**src/rtl/mem_seq_pkg.sv**
```systemverilog
// rtl/mem_seq_pkg.sv - shared types, encodings and access-legality helpers for the request sequencer
package mem_seq_pkg;

    typedef enum logic [2:0] {
        IDLE    = 3'd0,
        ISSUE   = 3'd1,
        WAIT_RD = 3'd2,
        WAIT_WR = 3'd3,
        RESP    = 3'd4
    } state_t;

    localparam logic [1:0] SIZE_BYTE = 2'b00;
    localparam logic [1:0] SIZE_HALF = 2'b01;
    localparam logic [1:0] SIZE_WORD = 2'b10;

    localparam logic [1:0] WT_NONE = 2'b00;
    localparam logic [1:0] WT_BYTE = 2'b01;
    localparam logic [1:0] WT_HALF = 2'b10;
    localparam logic [1:0] WT_WORD = 2'b11;

    localparam logic [2:0] RT_NONE       = 3'b000;
    localparam int         RT_SIGNED_BIT = 2;

    // Misalignment, illegal size, non-byte I/O, or a signed load from a UART register.
    function automatic logic access_illegal(
        input logic [1:0] size,
        input logic [1:0] addr_lo,
        input logic       is_io,
        input logic       is_uart,
        input logic       write,
        input logic       is_unsigned
    );
        logic misaligned;
        logic io_bad;
        case (size)
            SIZE_BYTE: misaligned = 1'b0;
            SIZE_HALF: misaligned = addr_lo[0];
            SIZE_WORD: misaligned = |addr_lo;
            default:   misaligned = 1'b1;
        endcase
        io_bad = is_io && ((size != SIZE_BYTE) || (!write && !is_unsigned && is_uart));
        return misaligned || io_bad;
    endfunction

    function automatic logic [1:0] write_type_of(input logic [1:0] size);
        return size + 2'd1;
    endfunction

    // I/O registers are always read as an unsigned byte; words carry the signed flag by convention of the I/O block.
    function automatic logic [2:0] read_type_of(
        input logic [1:0] size,
        input logic       is_unsigned,
        input logic       is_io
    );
        logic [2:0] rt;
        if (is_io) begin
            rt = {1'b0, WT_BYTE};
        end else if (size == SIZE_WORD) begin
            rt = {1'b1, WT_WORD};
        end else begin
            rt = {1'b0, write_type_of(size)};
            rt[RT_SIGNED_BIT] = ~is_unsigned;
        end
        return rt;
    endfunction

endpackage

```
**src/rtl/mem_request_sequencer_if.sv**
```systemverilog
// rtl/mem_request_sequencer_if.sv - core request/response and I/O-block bus bundle
interface mem_request_sequencer_if #(
    parameter int ADDRESS_BITWIDTH = 32,
    parameter int DATA_WIDTH       = 32
) ();
    logic                        req_valid;
    logic                        req_ready;
    logic                        req_write;
    logic [1:0]                  req_size;
    logic                        req_unsigned;
    logic [ADDRESS_BITWIDTH-1:0] req_addr;
    logic [DATA_WIDTH-1:0]       req_wdata;
    logic                        resp_valid;
    logic [DATA_WIDTH-1:0]       resp_rdata;
    logic                        resp_err;
    logic [ADDRESS_BITWIDTH-1:0] mem_address;
    logic [1:0]                  mem_write_type;
    logic [2:0]                  mem_read_type;
    logic [DATA_WIDTH-1:0]       mem_data_in;
    logic [DATA_WIDTH-1:0]       mem_data_out;
    logic                        mem_data_out_ready;
    logic                        mem_busy;

    modport slave (
        input  req_valid, req_write, req_size, req_unsigned, req_addr, req_wdata,
        input  mem_data_out, mem_data_out_ready, mem_busy,
        output req_ready, resp_valid, resp_rdata, resp_err,
        output mem_address, mem_write_type, mem_read_type, mem_data_in
    );

    modport master (
        output req_valid, req_write, req_size, req_unsigned, req_addr, req_wdata,
        output mem_data_out, mem_data_out_ready, mem_busy,
        input  req_ready, resp_valid, resp_rdata, resp_err,
        input  mem_address, mem_write_type, mem_read_type, mem_data_in
    );
endinterface

```
**src/rtl/mem_request_sequencer.sv**
```systemverilog
// rtl/mem_request_sequencer.sv - single-outstanding load/store to level-held I/O-block request sequencer
module mem_request_sequencer
    import mem_seq_pkg::*;
#(
    parameter int                            ADDRESS_BITWIDTH = 32,
    parameter int                            DATA_WIDTH       = 32,
    parameter logic [ADDRESS_BITWIDTH-1:0]   TOP_ADDRESS      = '1,
    parameter logic [ADDRESS_BITWIDTH-1:0]   ADDRESS_LEDS     = TOP_ADDRESS,
    parameter logic [ADDRESS_BITWIDTH-1:0]   ADDRESS_UART_OUT = TOP_ADDRESS - ADDRESS_BITWIDTH'(1),
    parameter logic [ADDRESS_BITWIDTH-1:0]   ADDRESS_UART_IN  = TOP_ADDRESS - ADDRESS_BITWIDTH'(2),
    parameter int                            TIMEOUT_CYCLES   = 4096
) (
    input  logic                  clk,
    input  logic                  rst_n,
    mem_request_sequencer_if.slave bus
);

    localparam int             CNT_W    = $clog2(TIMEOUT_CYCLES) + 1;
    localparam logic [CNT_W-1:0] TMO_LAST = CNT_W'(TIMEOUT_CYCLES - 1);

    state_t                      r_state;
    logic                        r_req_ready;
    logic                        r_write;
    logic [1:0]                  r_size;
    logic                        r_unsigned;
    logic [1:0]                  r_addr_lo;
    logic                        r_is_io;
    logic [CNT_W-1:0]            r_cnt;
    logic                        r_resp_valid;
    logic                        r_resp_err;
    logic [DATA_WIDTH-1:0]       r_resp_rdata;
    logic [ADDRESS_BITWIDTH-1:0] r_mem_address;
    logic [1:0]                  r_mem_write_type;
    logic [2:0]                  r_mem_read_type;
    logic [DATA_WIDTH-1:0]       r_mem_data_in;

    logic                        w_accept;
    logic                        w_req_uart;
    logic                        w_req_io;
    logic                        w_req_err;
    logic [CNT_W-1:0]            w_cnt_next;
    logic                        w_waiting;
    logic                        w_io_done;
    logic                        w_rd_done;
    logic                        w_wr_done;
    logic                        w_ok;
    logic                        w_fail;
    logic [DATA_WIDTH-1:0]       w_lane;
    logic [DATA_WIDTH-1:0]       w_load_data;
    logic [DATA_WIDTH-1:0]       w_resp_data;

    assign w_accept   = bus.req_valid && r_req_ready;
    assign w_req_uart = (bus.req_addr == ADDRESS_UART_OUT) || (bus.req_addr == ADDRESS_UART_IN);
    assign w_req_io   = w_req_uart || (bus.req_addr == ADDRESS_LEDS);
    assign w_req_err  = access_illegal(bus.req_size, bus.req_addr[1:0], w_req_io, w_req_uart,
                                       bus.req_write, bus.req_unsigned);

    assign w_cnt_next = r_cnt + CNT_W'(1);
    assign w_waiting  = (r_state == ISSUE) || (r_state == WAIT_RD) || (r_state == WAIT_WR);
    assign w_io_done  = (r_state == ISSUE) && r_is_io;
    assign w_rd_done  = (r_state == WAIT_RD) && bus.mem_data_out_ready && !bus.mem_busy;
    assign w_wr_done  = (r_state == WAIT_WR) && !bus.mem_busy;
    assign w_ok       = w_io_done || w_rd_done || w_wr_done;
    // A completion on the same edge as the deadline still wins over the timeout.
    assign w_fail     = w_waiting && !w_ok && (w_cnt_next >= TMO_LAST);

    // RAM returns the whole word; pick the addressed lane and extend it.
    assign w_lane = bus.mem_data_out >> {r_addr_lo, 3'b000};

    // Sign/zero-extend the selected lane according to the captured size.
    always_comb begin
        w_load_data = w_lane;
        case (r_size)
            SIZE_BYTE: w_load_data = {{(DATA_WIDTH-8){~r_unsigned & w_lane[7]}}, w_lane[7:0]};
            SIZE_HALF: w_load_data = {{(DATA_WIDTH-16){~r_unsigned & w_lane[15]}}, w_lane[15:0]};
            default:   w_load_data = w_lane;
        endcase
    end

    // Select the value returned on completion: RAM lane data, raw I/O byte, or zero.
    always_comb begin
        w_resp_data = '0;
        if (w_rd_done) begin
            w_resp_data = w_load_data;
        end else if (w_io_done && !r_write) begin
            w_resp_data = {{(DATA_WIDTH-8){1'b0}}, bus.mem_data_out[7:0]};
        end
    end

    // Request FSM with all bus-facing outputs registered.
    always_ff @(posedge clk or negedge rst_n) begin
        if (!rst_n) begin
            r_state          <= IDLE;
            r_req_ready      <= 1'b1;
            r_write          <= 1'b0;
            r_size           <= SIZE_BYTE;
            r_unsigned       <= 1'b0;
            r_addr_lo        <= 2'b00;
            r_is_io          <= 1'b0;
            r_cnt            <= '0;
            r_resp_valid     <= 1'b0;
            r_resp_err       <= 1'b0;
            r_resp_rdata     <= '0;
            r_mem_address    <= '0;
            r_mem_write_type <= WT_NONE;
            r_mem_read_type  <= RT_NONE;
            r_mem_data_in    <= '0;
        end else if (w_ok || w_fail) begin
            r_state          <= RESP;
            r_resp_valid     <= 1'b1;
            r_resp_err       <= w_fail;
            r_resp_rdata     <= w_fail ? '0 : w_resp_data;
            r_mem_address    <= '0;
            r_mem_write_type <= WT_NONE;
            r_mem_read_type  <= RT_NONE;
            r_mem_data_in    <= '0;
        end else begin
            case (r_state)
                IDLE: begin
                    if (w_accept) begin
                        r_req_ready <= 1'b0;
                        r_write     <= bus.req_write;
                        r_size      <= bus.req_size;
                        r_unsigned  <= bus.req_unsigned;
                        r_addr_lo   <= bus.req_addr[1:0];
                        r_is_io     <= w_req_io;
                        r_cnt       <= '0;
                        if (w_req_err) begin
                            r_state      <= RESP;
                            r_resp_valid <= 1'b1;
                            r_resp_err   <= 1'b1;
                            r_resp_rdata <= '0;
                        end else begin
                            r_state         <= ISSUE;
                            r_mem_address   <= bus.req_addr;
                            r_mem_data_in   <= bus.req_write ? bus.req_wdata : '0;
                            // I/O stores fire in ISSUE; RAM stores wait for the cache to be idle.
                            r_mem_write_type <= (bus.req_write && w_req_io) ?
                                                write_type_of(bus.req_size) : WT_NONE;
                            r_mem_read_type  <= bus.req_write ? RT_NONE :
                                                read_type_of(bus.req_size, bus.req_unsigned, w_req_io);
                        end
                    end
                end
                ISSUE: begin
                    r_cnt <= w_cnt_next;
                    if (!bus.mem_busy) begin
                        if (r_write) begin
                            r_mem_write_type <= write_type_of(r_size);
                            r_state          <= WAIT_WR;
                        end else begin
                            r_state <= WAIT_RD;
                        end
                    end
                end
                WAIT_RD: begin
                    r_cnt <= w_cnt_next;
                end
                WAIT_WR: begin
                    r_cnt            <= w_cnt_next;
                    r_mem_write_type <= WT_NONE;
                end
                RESP: begin
                    r_state      <= IDLE;
                    r_req_ready  <= 1'b1;
                    r_resp_valid <= 1'b0;
                    r_resp_err   <= 1'b0;
                    r_resp_rdata <= '0;
                end
                default: begin
                    r_state     <= IDLE;
                    r_req_ready <= 1'b1;
                end
            endcase
        end
    end

    assign bus.req_ready      = r_req_ready;
    assign bus.resp_valid     = r_resp_valid;
    assign bus.resp_err       = r_resp_err;
    assign bus.resp_rdata     = r_resp_rdata;
    assign bus.mem_address    = r_mem_address;
    assign bus.mem_write_type = r_mem_write_type;
    assign bus.mem_read_type  = r_mem_read_type;
    assign bus.mem_data_in    = r_mem_data_in;

endmodule

```
**src/flat_wrapper.sv**
```systemverilog
// flat-port wrapper written by rule: the top's interface ports become plain ports
module mem_request_sequencer_flat import mem_seq_pkg::*;
#(
    parameter int                            ADDRESS_BITWIDTH = 32,
    parameter int                            DATA_WIDTH       = 32,
    parameter logic [ADDRESS_BITWIDTH-1:0]   TOP_ADDRESS      = '1,
    parameter logic [ADDRESS_BITWIDTH-1:0]   ADDRESS_LEDS     = TOP_ADDRESS,
    parameter logic [ADDRESS_BITWIDTH-1:0]   ADDRESS_UART_OUT = TOP_ADDRESS - ADDRESS_BITWIDTH'(1),
    parameter logic [ADDRESS_BITWIDTH-1:0]   ADDRESS_UART_IN  = TOP_ADDRESS - ADDRESS_BITWIDTH'(2),
    parameter int                            TIMEOUT_CYCLES   = 4096
)
  (clk, rst_n, bus_req_valid, bus_req_write, bus_req_size, bus_req_unsigned, bus_req_addr, bus_req_wdata, bus_mem_data_out, bus_mem_data_out_ready, bus_mem_busy, bus_req_ready, bus_resp_valid, bus_resp_rdata, bus_resp_err, bus_mem_address, bus_mem_write_type, bus_mem_read_type, bus_mem_data_in);
  mem_request_sequencer_if #(.ADDRESS_BITWIDTH(ADDRESS_BITWIDTH), .DATA_WIDTH(DATA_WIDTH)) bus_i ();
  input  logic clk;
  input  logic rst_n;
  input wire logic [$bits(bus_i.req_valid)-1:0] bus_req_valid;
  input wire logic [$bits(bus_i.req_write)-1:0] bus_req_write;
  input wire logic [$bits(bus_i.req_size)-1:0] bus_req_size;
  input wire logic [$bits(bus_i.req_unsigned)-1:0] bus_req_unsigned;
  input wire logic [$bits(bus_i.req_addr)-1:0] bus_req_addr;
  input wire logic [$bits(bus_i.req_wdata)-1:0] bus_req_wdata;
  input wire logic [$bits(bus_i.mem_data_out)-1:0] bus_mem_data_out;
  input wire logic [$bits(bus_i.mem_data_out_ready)-1:0] bus_mem_data_out_ready;
  input wire logic [$bits(bus_i.mem_busy)-1:0] bus_mem_busy;
  output wire logic [$bits(bus_i.req_ready)-1:0] bus_req_ready;
  output wire logic [$bits(bus_i.resp_valid)-1:0] bus_resp_valid;
  output wire logic [$bits(bus_i.resp_rdata)-1:0] bus_resp_rdata;
  output wire logic [$bits(bus_i.resp_err)-1:0] bus_resp_err;
  output wire logic [$bits(bus_i.mem_address)-1:0] bus_mem_address;
  output wire logic [$bits(bus_i.mem_write_type)-1:0] bus_mem_write_type;
  output wire logic [$bits(bus_i.mem_read_type)-1:0] bus_mem_read_type;
  output wire logic [$bits(bus_i.mem_data_in)-1:0] bus_mem_data_in;
  assign bus_i.req_valid = bus_req_valid;
  assign bus_i.req_write = bus_req_write;
  assign bus_i.req_size = bus_req_size;
  assign bus_i.req_unsigned = bus_req_unsigned;
  assign bus_i.req_addr = bus_req_addr;
  assign bus_i.req_wdata = bus_req_wdata;
  assign bus_i.mem_data_out = bus_mem_data_out;
  assign bus_i.mem_data_out_ready = bus_mem_data_out_ready;
  assign bus_i.mem_busy = bus_mem_busy;
  assign bus_req_ready = bus_i.req_ready;
  assign bus_resp_valid = bus_i.resp_valid;
  assign bus_resp_rdata = bus_i.resp_rdata;
  assign bus_resp_err = bus_i.resp_err;
  assign bus_mem_address = bus_i.mem_address;
  assign bus_mem_write_type = bus_i.mem_write_type;
  assign bus_mem_read_type = bus_i.mem_read_type;
  assign bus_mem_data_in = bus_i.mem_data_in;
  mem_request_sequencer #(.ADDRESS_BITWIDTH(ADDRESS_BITWIDTH), .DATA_WIDTH(DATA_WIDTH), .TOP_ADDRESS(TOP_ADDRESS), .ADDRESS_LEDS(ADDRESS_LEDS), .ADDRESS_UART_OUT(ADDRESS_UART_OUT), .ADDRESS_UART_IN(ADDRESS_UART_IN), .TIMEOUT_CYCLES(TIMEOUT_CYCLES)) u_core (.clk(clk), .rst_n(rst_n), .bus(bus_i));
endmodule
```
**config.mk**
```make
export PLATFORM = sky130hd
export DESIGN_NAME = mem_request_sequencer_flat
export DESIGN_NICKNAME = d
export VERILOG_FILES = /design/src/rtl/mem_seq_pkg.sv /design/src/rtl/mem_request_sequencer_if.sv /design/src/rtl/mem_request_sequencer.sv /design/src/flat_wrapper.sv
export SDC_FILE = /design/constraint.sdc
export NUM_CORES = 1
export LEC_CHECK = 0
export ABC_AREA = 1
export CAP_MARGIN = 10
export CORE_UTILIZATION = 44
export CTS_BUF_LIST = sky130_fd_sc_hd__clkbuf_8
export CTS_CLUSTER_DIAMETER = 60
export DETAILED_ROUTE_END_ITERATION = 8
export HOLD_SLACK_MARGIN = 0.08
export PLACE_DENSITY = 0.79
export RECOVER_POWER = 50
export SETUP_SLACK_MARGIN = 0.4
export SLEW_MARGIN = 20
export SYNTH_ARGS = -nofsm -noshare
export SYNTH_HDL_FRONTEND = slang
export SYNTH_SLANG_ARGS = --single-unit
```
**constraint.sdc**
```tcl
create_clock -name clk -period 1.9 [get_ports clk]
set_input_delay 0.38 -clock clk [delete_from_list [all_inputs] [get_ports clk]]
set_output_delay 0.38 -clock clk [all_outputs]
set_load 0.005 [all_outputs]
```
==> results.cfg, run 1 <==
[power_and_ir_drop]
power_density_nw_per_um2 = 1350
ir_drop_mv = 0.898
p_leak_uw = 0.00543

[timing]
whs_ns = 0.493
tightest_slew_ns = 0.790
fin_skew_ns = 0.0138
relSlewSlack_pct = 47.4
setup_slack_ns = -0.350
grt_setup_unrepaired = yes
fmax_mhz = 444
finalCritPeriodShare_pct = 118
fin_crit_ns = 2.25
setup_viol = 119
finalHoldViolations = 0
slew_viol_final = 0

[setup_path]
slowest_stage = dfrtp_1
crit_path_max_incr_delay_ns = 0.44
rr_worst_depth = 14
reg2reg_to = u_core.bus.resp_rdata[19]
r2r_slack_ns = -0.35
r2r-start = u_core.r_cnt[1]
path_cells = buf_4 -> nand2_1 -> nor2_2 -> buf_4 -> nand3b_1 -> nand2_1 -> nand3_1 -> nor2_1 -> nand2_2 -> nand2_4 -> nand2_4 -> clkbuf_16 -> nand4_1 -> nand2_1
crit_top_cell = nand2_1
worst_ep_arrival_time_ns = 2.57
startpoint_type = register
cp-end-kind = register
crit_path_max_fanout = 13
worstPathRequired_ns = 2.22
timing.critical_path.from = u_core.r_cnt[1]
cp-endpoint = u_core.bus.resp_rdata[19]
path_class = register to register

[route]
ant_nets = 0
drc = 7
dr.first_iter.drc_count = 663
drtPass1Iterations = 9
post_drt_via_cell_ratio = 5.40
drt_wl_total_mm = 23.2
vias = 7557
routedWlPerCell_microns = 16.6

[final_layout]
area_growth_pct = 61.8
drive_above_1_share_pct = 22.1
layout.nets = 1316
num_antenna_cells = 0
final_area_sq_um = 10900

[clock_tree]
insertion_delay_ns = 0.44
tritoncts = built
clkSinkCount = 127
cts_max_level = 4
cts_buffer_depth = 2
cts_buffers = 17
cts_root_buf = clkbuf_8
path_clk_slew_ns = 0.08

[synthesis]
synth_compound_area_share_pct = 6.80
synth_xor_xnor_area_share_pct = 0.260
synth_adder_area_share_pct = 1.49
syn-cell-area_sq_um = 6730
synth_cell_types = 35
avgSynthCellArea_sq_um = 7.64
ys_seq_elements = 127
yosys.area.top_type = dfrtp_1
ys_warn_count = 0
synth-seq-area-share_pct = 47.2
ys_async_sr_fraction_pct = 100
synth_nets = 994
synth.area.mux_share_pct = 1.19
ys.flop_type = dfrtp_1
synth-edff-count = 0
synth_top_area_share_pct = 46.8
synth_top_family_by_area = simple AND/OR/NAND/NOR gates
synthCells = 881
synthTopCellsByArea = dfrtp_1 (47%), nand2_1 (19%), nand4_1 (8.5%), nand3_1 (5.0%), a21oi_1 (2.7%)
yosys.area_share.simple_pct = 36.4

[place]
io_buffers = 208
place_hpwl_mm = 15.2
place_congestion = 0.932
placed_cell_area_sq_um = 9680

[die]
initial_utilization_pct = 45.6
io_pins = 209
die_x_microns = 126
die_height_microns = 126
num_rows = 44
die_area_sq_um = 15800
coreArea_sq_um = 14800

[global_routing]
grt_max_degree = 52
grt_overflow = 0
grt_pass1_wl_mm = 35.3
grt_usage_pct = 28.1
grt_pass1_vias = 7194
antenna_found_initial = 0

[flow_run]
maxCapViolCount = 0

[status]
status = finished with violations
violations = design-rule violations, negative setup slack

[min_path]
hold_path_class = input pin to register
what timing repair did:
action,CTS,global route
buffers inserted,27,24
pin swaps,10,15
gates resized for setup,170,108
endpoints found under the hold margin,28,0
hold buffers,1,0
setup endpoints to repair,230,187
cloned,1,6
worst min path at each step:
stage                                       endpoint  cells after the start              start  slack (ns)
final                      u_core.bus.mem_data_in[7]                      3   bus_req_wdata[7]        0.49
after global routing      u_core.bus.mem_data_in[19]                      3  bus_req_wdata[19]        0.49
after CTS                 u_core.bus.mem_address[30]                      2              rst_n        0.40
after detailed placement  u_core.bus.mem_address[28]                      1              rst_n        0.35
after global placement    u_core.bus.mem_address[28]                      1              rst_n        0.35
after floorplan            u_core.bus.mem_address[0]                      0              rst_n        0.08
power by group:
part           switching [uW]  leakage (uW)  internal (uW)
combinational            4180       0.00353           3850
clock                    1130      0.000195           1200
sequential                644       0.00170           3680
state kept, by name (all words and copies together), names as in the netlist:
| signal | cells |
|---|---|
| u_core.bus.mem_address | 32 |
| u_core.bus.mem_data_in | 32 |
| u_core.bus.resp_rdata | 32 |
| u_core.r_cnt | 13 |
| u_core.bus.mem_read_type | 3 |
| u_core.r_state | 3 |
| u_core.bus.mem_write_type | 2 |
| u_core.r_addr_lo | 2 |
| u_core.r_size | 2 |
| u_core.bus.req_ready | 1 |
| u_core.bus.resp_err | 1 |
| u_core.bus.resp_valid | 1 |
| u_core.r_is_io | 1 |
| u_core.r_unsigned | 1 |
| u_core.r_write | 1 |
synthesized netlist by cell type, types with 2 or more instances:
master,count
nand2_2,4
buf_4,5
nor3_1,3
nand2_1,336
o22ai_1,2
nand3b_1,3
a31oi_1,2
o21ai_0,29
buf_6,3
nand3_1,67
ha_1,8
buf_1,7
nor2_4,3
nand4_1,91
inv_2,5
a21oi_1,36
a32oi_1,7
buf_2,23
inv_1,38
nor2_1,44
dfrtp_1,126
mux2i_1,8
o211ai_1,2
clkbuf_1,18
cell families (layout without fill, tap and decap cells):
logic type / Yosys count / in the layout
muxes: 8 / 8
buffers and inverters: 100 / 432
xor gates and xnor gates: 2 / 2
AOI/OAI and AO/OA: 82 / 82
DFF: 127 / 127
adders and majority gates: 8 / 8
and+or+nand+nor: 554 / 556
routing by layer:
layer  track usage [%]  wire length, microns  up-vias
met2              48.2                 12000      261
met4              9.68                   599        0
li1                  -                     -     3601
met1              34.7                  9340     3649
met3              6.84                  1280       46
met5                 0                     0        -
placed cells by master, fill, tap and decap left out, types with 6 or more instances in the layout:
cell             count
mux2i_1              8
nor2_4               6
buf_4              120
clkbuf_8            18
a21oi_2             25
dlygate4sd2_1       15
ha_1                 6
nand4_1             91
clkdlybuf4s15_1     85
nand2_1            321
inv_1               36
nor2_2               6
inv_2                8
nor2_1              36
a21oi_1              6
a32oi_1              7
clkdlybuf4s50_1    103
o21ai_0             26
buf_12              12
dfrtp_1            125
clkbuf_2             6
nand3_1             64
buf_6                8
nand2_2             14
through the flow:
step | setup slack (ns) | utilization, % | power [uW] | TNS, ns | cells
4_1_cts | -0.217 | 70.1 | 13700 | -17.14 | 1369
3_3_place_gp | -0.580 | 65.6 | 11200 | -55.98 | 1309
3_5_place_dp | -0.634 | 65.6 | 11300 | -60.08 | 1309
5_1_grt | -0.509 | 73.8 | 15600 | -52.54 | 1399
2_1_floorplan | 0.0309 | - | 7770 | 0 | 881
6_report | -0.350 | 73.8 | 14700 | -32.68 | 1399
critical path: cells and delay by family, from the launching register on:
kind | cells | cell delay, ns
simple gates | 11 | 1.17
flops | 1 | 0.44
buf+inv | 3 | 0.52
area by class of cell:
cell class / instances / area (sq um)
clock buffer: 18 / 248
clock inverter: 13 / 139
fill: 1115 / 3870
inverter: 44 / 170
multi-input combinational: 656 / 3490
sequential: 127 / 3180
tap: 184 / 230
timing repair buffer: 357 / 3430
(Power assumes the default switching activity.)
==> run 2, diff against run 1 <==
Settings changed: GPL_ROUTABILITY_DRIVEN set to 1.
==> results of run 2 <==
Final layout, timing and power as in run 1 (identical DEF).
==> run 3, diff against run 2 <==
Settings changed: CELL_PAD_IN_SITES_DETAIL_PLACEMENT set to 2, CELL_PAD_IN_SITES_GLOBAL_PLACEMENT set to 2, CORE_UTILIZATION 44 to 24, PLACE_DENSITY 0.79 to not set, PLACE_DENSITY_LB_ADDON set to 0.1.
==> results.cfg, run 3 (synthesis gave the netlist of run 1 again) <==
[timing]
setup_tns_ns = -31.62
fin_skew_ns = 0.0184
fmax_mhz = 447
finalCritPeriodShare_pct = 118
finalHoldViolations = 0
grt_setup_unrepaired = yes
tightest_slew_ns = 1.23
setup_viol = 119
setup_slack_ns = -0.335
relSlewSlack_pct = 17.9
fin_crit_ns = 2.24
slew_viol_final = 0

[die]
die_height_microns = 169
io_pins = 209
die_x_microns = 169
initial_utilization_pct = 24.7
num_rows = 60
coreArea_sq_um = 27300
die_area_sq_um = 28700

[clock_tree]
cts_buffer_depth = 2
cts_buffers = 17
clkSinkCount = 127
cts_root_buf = clkbuf_8
path_clk_slew_ns = 0.09
insertion_delay_ns = 0.46
tritoncts = built
cts_max_level = 4

[setup_path]
startpoint_type = register
reg2reg_to = u_core.r_cnt[0]
rr_worst_depth = 17
path_class = register to register
r2r-start = u_core.r_cnt[1]
cpLargestDelayFamily = simple AND/OR/NAND/NOR gates
worst-path-buf-inv = 3
path_cells = buf_6 -> ha_4 -> nor2_4 -> nor2_1 -> nor2_1 -> nand2_1 -> nor2_1 -> nand2_1 -> nor2_1 -> nand2_1 -> nand2_2 -> nand2_4 -> buf_6 -> nand3_4 -> buf_12 -> nand2_1 -> nand2_1
crit_top_cell = nand2_1
worst_ep_arrival_time_ns = 2.63
r2r_slack_ns = -0.34
worstPathRequired_ns = 2.29
slowest_stage = dfrtp_1
cp-end-kind = register
crit_path_max_incr_delay_ns = 0.43
crit_path_max_fanout = 7

[global_routing]
grt_max_degree = 53
grt_pass1_vias = 8362
grt_usage_pct = 20.4
grt_overflow = 0
antenna_found_initial = 1
grt_pass1_wl_mm = 45.6

[final_layout]
area_growth_pct = 65.0
fillers = 3087
layout.nets = 1317
fin_cells = 1589
drive_above_1_share_pct = 24.7
layout_common_cells = nand2_1 (322), dfrtp_1 (122), buf_4 (121)
num_antenna_cells = 0
layout_commonest_cell = nand2_1

[route]
post_drt_via_cell_ratio = 4.71
ant_nets = 0
drc = 0
routedWlPerCell_microns = 18.1
vias = 7488
dr.first_iter.drc_count = 231
drt_wl_total_mm = 28.8
drtPass1Iterations = 4

[place]
place_hpwl_mm = 20.4
pre_cts_slack_ns = -0.726
place_congestion = 0.753
dp.cells = 1509
io_buffers = 208

[status]
status = finished with violations
violations = negative setup slack

[flow_run]
maxCapViolCount = 0

[min_path]
min_path_cells = 3
whs_endpoint = u_core.bus.mem_address[30]
hold_path_class = input pin to register
hold_path_startpoint = bus_req_addr[30]

[power_and_ir_drop]
p_leak_uw = 0.00555
power_density_nw_per_um2 = 1390
ir_drop_mv = 0.500
## run 3: final cells by class
class                           instances  area [sq um]  area share (%)
Sequential cell                       127          3180            28.7
Inverter                               44           169            1.52
Clock inverter                         15           175            1.58
Clock buffer                           17           234            2.11
Timing Repair Buffer                  360          3410            30.7
Tap cell                              372           465            4.19
Multi-Input combinational cell        654          3470            31.2
## run 3: what timing repair did
item                                    CTS  global route
endpoints found under the setup margin  230           160
pin swaps                                 4            12
setup buffers                            25            18
hold endpoints to repair                 35             0
resized for setup                       254            77
hold buffers                              1             0
cloned                                    3             1
## run 3: worst max path at each step
stage	start	end	slack (ns)	cells past startpoint
global route	u_core.r_cnt[1]	u_core.r_cnt[0]	-0.49	17
CTS	u_core.r_cnt[1]	u_core.r_cnt[2]	-0.28	17
global placement	bus_req_addr[31]	u_core.bus.mem_data_in[14]	-0.64	12
finish	u_core.r_cnt[1]	u_core.r_cnt[0]	-0.34	17
detailed placement	bus_req_addr[31]	u_core.bus.mem_data_in[19]	-0.73	12
floorplan	u_core.r_cnt[1]	u_core.r_cnt[3]	0.03	12
## run 3: through the flow
stage                     hold WS (ns)  util [%]  instance area [sq um]  total power, uW
final                            0.227      40.8                  11100            15500
after global routing             0.231      40.8                  11100            16600
after CTS                        0.408      40.0                  10900            15000
after detailed placement         0.344      36.8                  10000            12000
after global placement           0.343      36.8                  10000            11800
after floorplan                 0.0844         -                   6850             7770
## run 3: worst reg2reg max path, delay by kind of cell, from the launching register on
family / cells / cell delay [ns]
AND/OR/NAND/NOR: 13 / 1.07
buffers and inverters: 3 / 0.44
flip-flops: 1 / 0.43
adder cells (fa/ha/maj): 1 / 0.23
## run 3: power breakdown
part | total (uW) | switching (uW) | internal, uW
Combinational | 8550 | 4460 | 4100
Clock | 2580 | 1360 | 1210
Sequential | 4340 | 660 | 3680
Total | 15500 | 6480 | 8990
## run 3: layer usage
metal / track usage (%) / vias to the layer above / part of all wire, %
met5: 0 / - / 0.045
met3: 4.01 / 31 / 3.9
li1: - / 3602 / -
met1: 24.6 / 3723 / 43
met2: 36.4 / 130 / 51
met4: 6.19 / 2 / 1.7
==> patch, RTL diff (config.mk and constraints of run 1) <==
`TIMEOUT_CYCLES` is set to 4096 in 2 places; all go to 2048.
--- a/src/rtl/mem_request_sequencer.sv
+++ b/src/rtl/mem_request_sequencer.sv
@@ -8,7 +8,7 @@
     parameter logic [ADDRESS_BITWIDTH-1:0]   ADDRESS_LEDS     = TOP_ADDRESS,
     parameter logic [ADDRESS_BITWIDTH-1:0]   ADDRESS_UART_OUT = TOP_ADDRESS - ADDRESS_BITWIDTH'(1),
     parameter logic [ADDRESS_BITWIDTH-1:0]   ADDRESS_UART_IN  = TOP_ADDRESS - ADDRESS_BITWIDTH'(2),
-    parameter int                            TIMEOUT_CYCLES   = 4096
+    parameter int                            TIMEOUT_CYCLES   = 2048
 ) (
     input  logic                  clk,
     input  logic                  rst_n,
--- a/src/flat_wrapper.sv
+++ b/src/flat_wrapper.sv
@@ -7,7 +7,7 @@
     parameter logic [ADDRESS_BITWIDTH-1:0]   ADDRESS_LEDS     = TOP_ADDRESS,
     parameter logic [ADDRESS_BITWIDTH-1:0]   ADDRESS_UART_OUT = TOP_ADDRESS - ADDRESS_BITWIDTH'(1),
     parameter logic [ADDRESS_BITWIDTH-1:0]   ADDRESS_UART_IN  = TOP_ADDRESS - ADDRESS_BITWIDTH'(2),
-    parameter int                            TIMEOUT_CYCLES   = 4096
+    parameter int                            TIMEOUT_CYCLES   = 2048
 )
   (clk, rst_n, bus_req_valid, bus_req_write, bus_req_size, bus_req_unsigned, bus_req_addr, bus_req_wdata, bus_mem_data_out, bus_mem_data_out_ready, bus_mem_busy, bus_req_ready, bus_resp_valid, bus_resp_rdata, bus_resp_err, bus_mem_address, bus_mem_write_type, bus_mem_read_type, bus_mem_data_in);
   mem_request_sequencer_if #(.ADDRESS_BITWIDTH(ADDRESS_BITWIDTH), .DATA_WIDTH(DATA_WIDTH)) bus_i ();
Formal check against the unedited RTL: no difference found for any inputs over 4 cycles, from zero or initial values and one cycle with rst_n low; that may be too few to reach the edited logic, so the function may still have changed.
==> patch against run 1 <==
Critical path depth down 1. Setup slack better by 0.22 ns. Final area down 2.1%. Synthesized area down 0.45%. The flow still finishes with violations (DRC, setup timing). Power down 7.1%. Fmax up 11%. Sequential cell count down 1. Global-route usage down 0.52 points. Largest cell class unchanged. Via count down 1.6%. Routed wire length down 3.5%. First-iteration DRC count down 8.0%.
==> patch: results (changes against run 1) <==
- The first-pass iteration count of the detailed router is 7 (-2).
* Result of the run: finished, violations left
- The total instance count after detailed placement came to 1,294 (-1.1%).
- The final number of setup-violating endpoints is 118 (-0.84%).
- The worst setup slack after layout was -0.130 ns (+0.220 ns).
- The headroom to the max-slew limit came to 46.6% (-0.76 points).
* Placer Congestion: 0.901 (-3.3%)
- Biggest cell delay along the critical path: 0.42 ns (-0.02 ns)
- The endpoint identified for the worst register-to-register timing path is u_core.r_state[1].
* Routed via count: 7,436 (-1.6%)
- Multiplexer area fraction after synthesis: 1.05% (-0.14 points)
- The fill cell instance count of the final layout came to 1,153 (+3.4%).
* First-pass GRT wire length: 34.6 mm (-1.9%)
- The count of non-filler cells in the finished layout came to 1,381 (-1.3%).
* Complex-gate fraction of the synthesized area: 7.71% (+0.91 points)
- Number of design-rule violations left by the first detailed-router iteration: 610 (-8.0%)
* Setup skew after layout: 0.0112 ns (-0.00260 ns)
- The final reports fail on DRC, setup timing.
- The data arrival time at the worst-slack endpoint is 2.37 ns (-0.20 ns).
- Placement Cell Area: 9470 um^2 (-2.2%)
- Xor/xnor cell area share of the yosys netlist: 0.261% (+0.0012 points)
- Worst-skew pair later-pin latency: 0.46 ns (+0.02 ns)
- The DRC violations left is 7 (unchanged).
- The standby leakage power was 5.33 nW (-1.9%).
- The placed wire-length estimate is 14.6 mm (-4.1%).
patch: cell count changes in the layout (fill, tap and decap cells not counted), sizes merged, moves of 10 or more:
cell         change
clkbuf          +10
inv             +13
nand3           +16
nand2           -37
buf             -21
o21ai           +15
dlygate4sd2     -11
patch: worst min-delay path, stage by stage:
cell	delay, ns
sky130_fd_sc_hd__dlymetal6s2s_1	0.19
sky130_fd_sc_hd__buf_4	0.16
sky130_fd_sc_hd__nand2_2	0.05
sky130_fd_sc_hd__o21ai_1	0.05
patch: report_power, final:
part / total [mW] / switching (mW) / internal (mW)
combinational: 6.98 / 3.71 / 3.27
clock: 2.51 / 1.14 / 1.37
sequential: 4.14 / 0.575 / 3.57
patch: repair_timing:
action                                  4_1_cts  5_1_grt
setup buffers                                24       20
resized for setup                           213       95
pin swaps                                     6       12
endpoints found under the setup margin      222      158
hold buffers                                  1        0
cloned                                        2        8
hold endpoints to repair                     19        0
patch: cells by family (layout without fill, tap and decap cells):
family,count (synthesis),count (layout)
AO/OA/AOI/OAI,97,97
XOR/XNOR,2,2
adder cells (fa/ha/maj),8,8
buffers and inverters,118,429
flip-flops,126,126
multiplexers,7,7
AND/OR/NAND/NOR,526,528
patch: how the worst min path moves through the flow:
stage / from / end / slack (ns)
6_report: bus_req_size[1] / u_core.r_size[1] / 0.40
4_1_cts: rst_n / u_core.bus.mem_address[14] / 0.35
3_3_place_gp: rst_n / u_core.bus.mem_address[10] / 0.31
5_1_grt: bus_req_size[1] / u_core.r_size[1] / 0.42
2_1_floorplan: rst_n / u_core.bus.mem_address[0] / 0.08
3_5_place_dp: rst_n / u_core.bus.mem_address[14] / 0.32
patch: metal layers:
| layer | global-route usage [%] | routed length, um | share of wire (%) | vias to the layer above |
|---|---|---|---|---|
| met5 | 0 | 0 | 0 | - |
| met1 | 34.6 | 9300 | 42 | 3523 |
| met2 | 45.1 | 10900 | 49 | 284 |
| met3 | 8.39 | 1620 | 7.2 | 46 |
| li1 | - | - | - | 3583 |
| met4 | 10.3 | 521 | 2.3 | 0 |
patch: final cells by class:
class | instances | area, um^2 | area share [%]
clock buffer | 19 | 262 | 2.45
clock inverter | 13 | 164 | 1.54
inverter | 60 | 231 | 2.17
multi-input combinational | 642 | 3330 | 31.2
sequential | 126 | 3160 | 29.6
tap | 184 | 230 | 2.16
timing repair buffer | 337 | 3280 | 30.8
patch: metrics by stage:
step	setup slack, ns	total power [mW]
after CTS	-0.00834	13.0
after global placement	-0.375	10.2
after floorplan	0.0994	7.15
final	-0.130	13.6
after global routing	-0.216	14.5
after detailed placement	-0.516	10.4
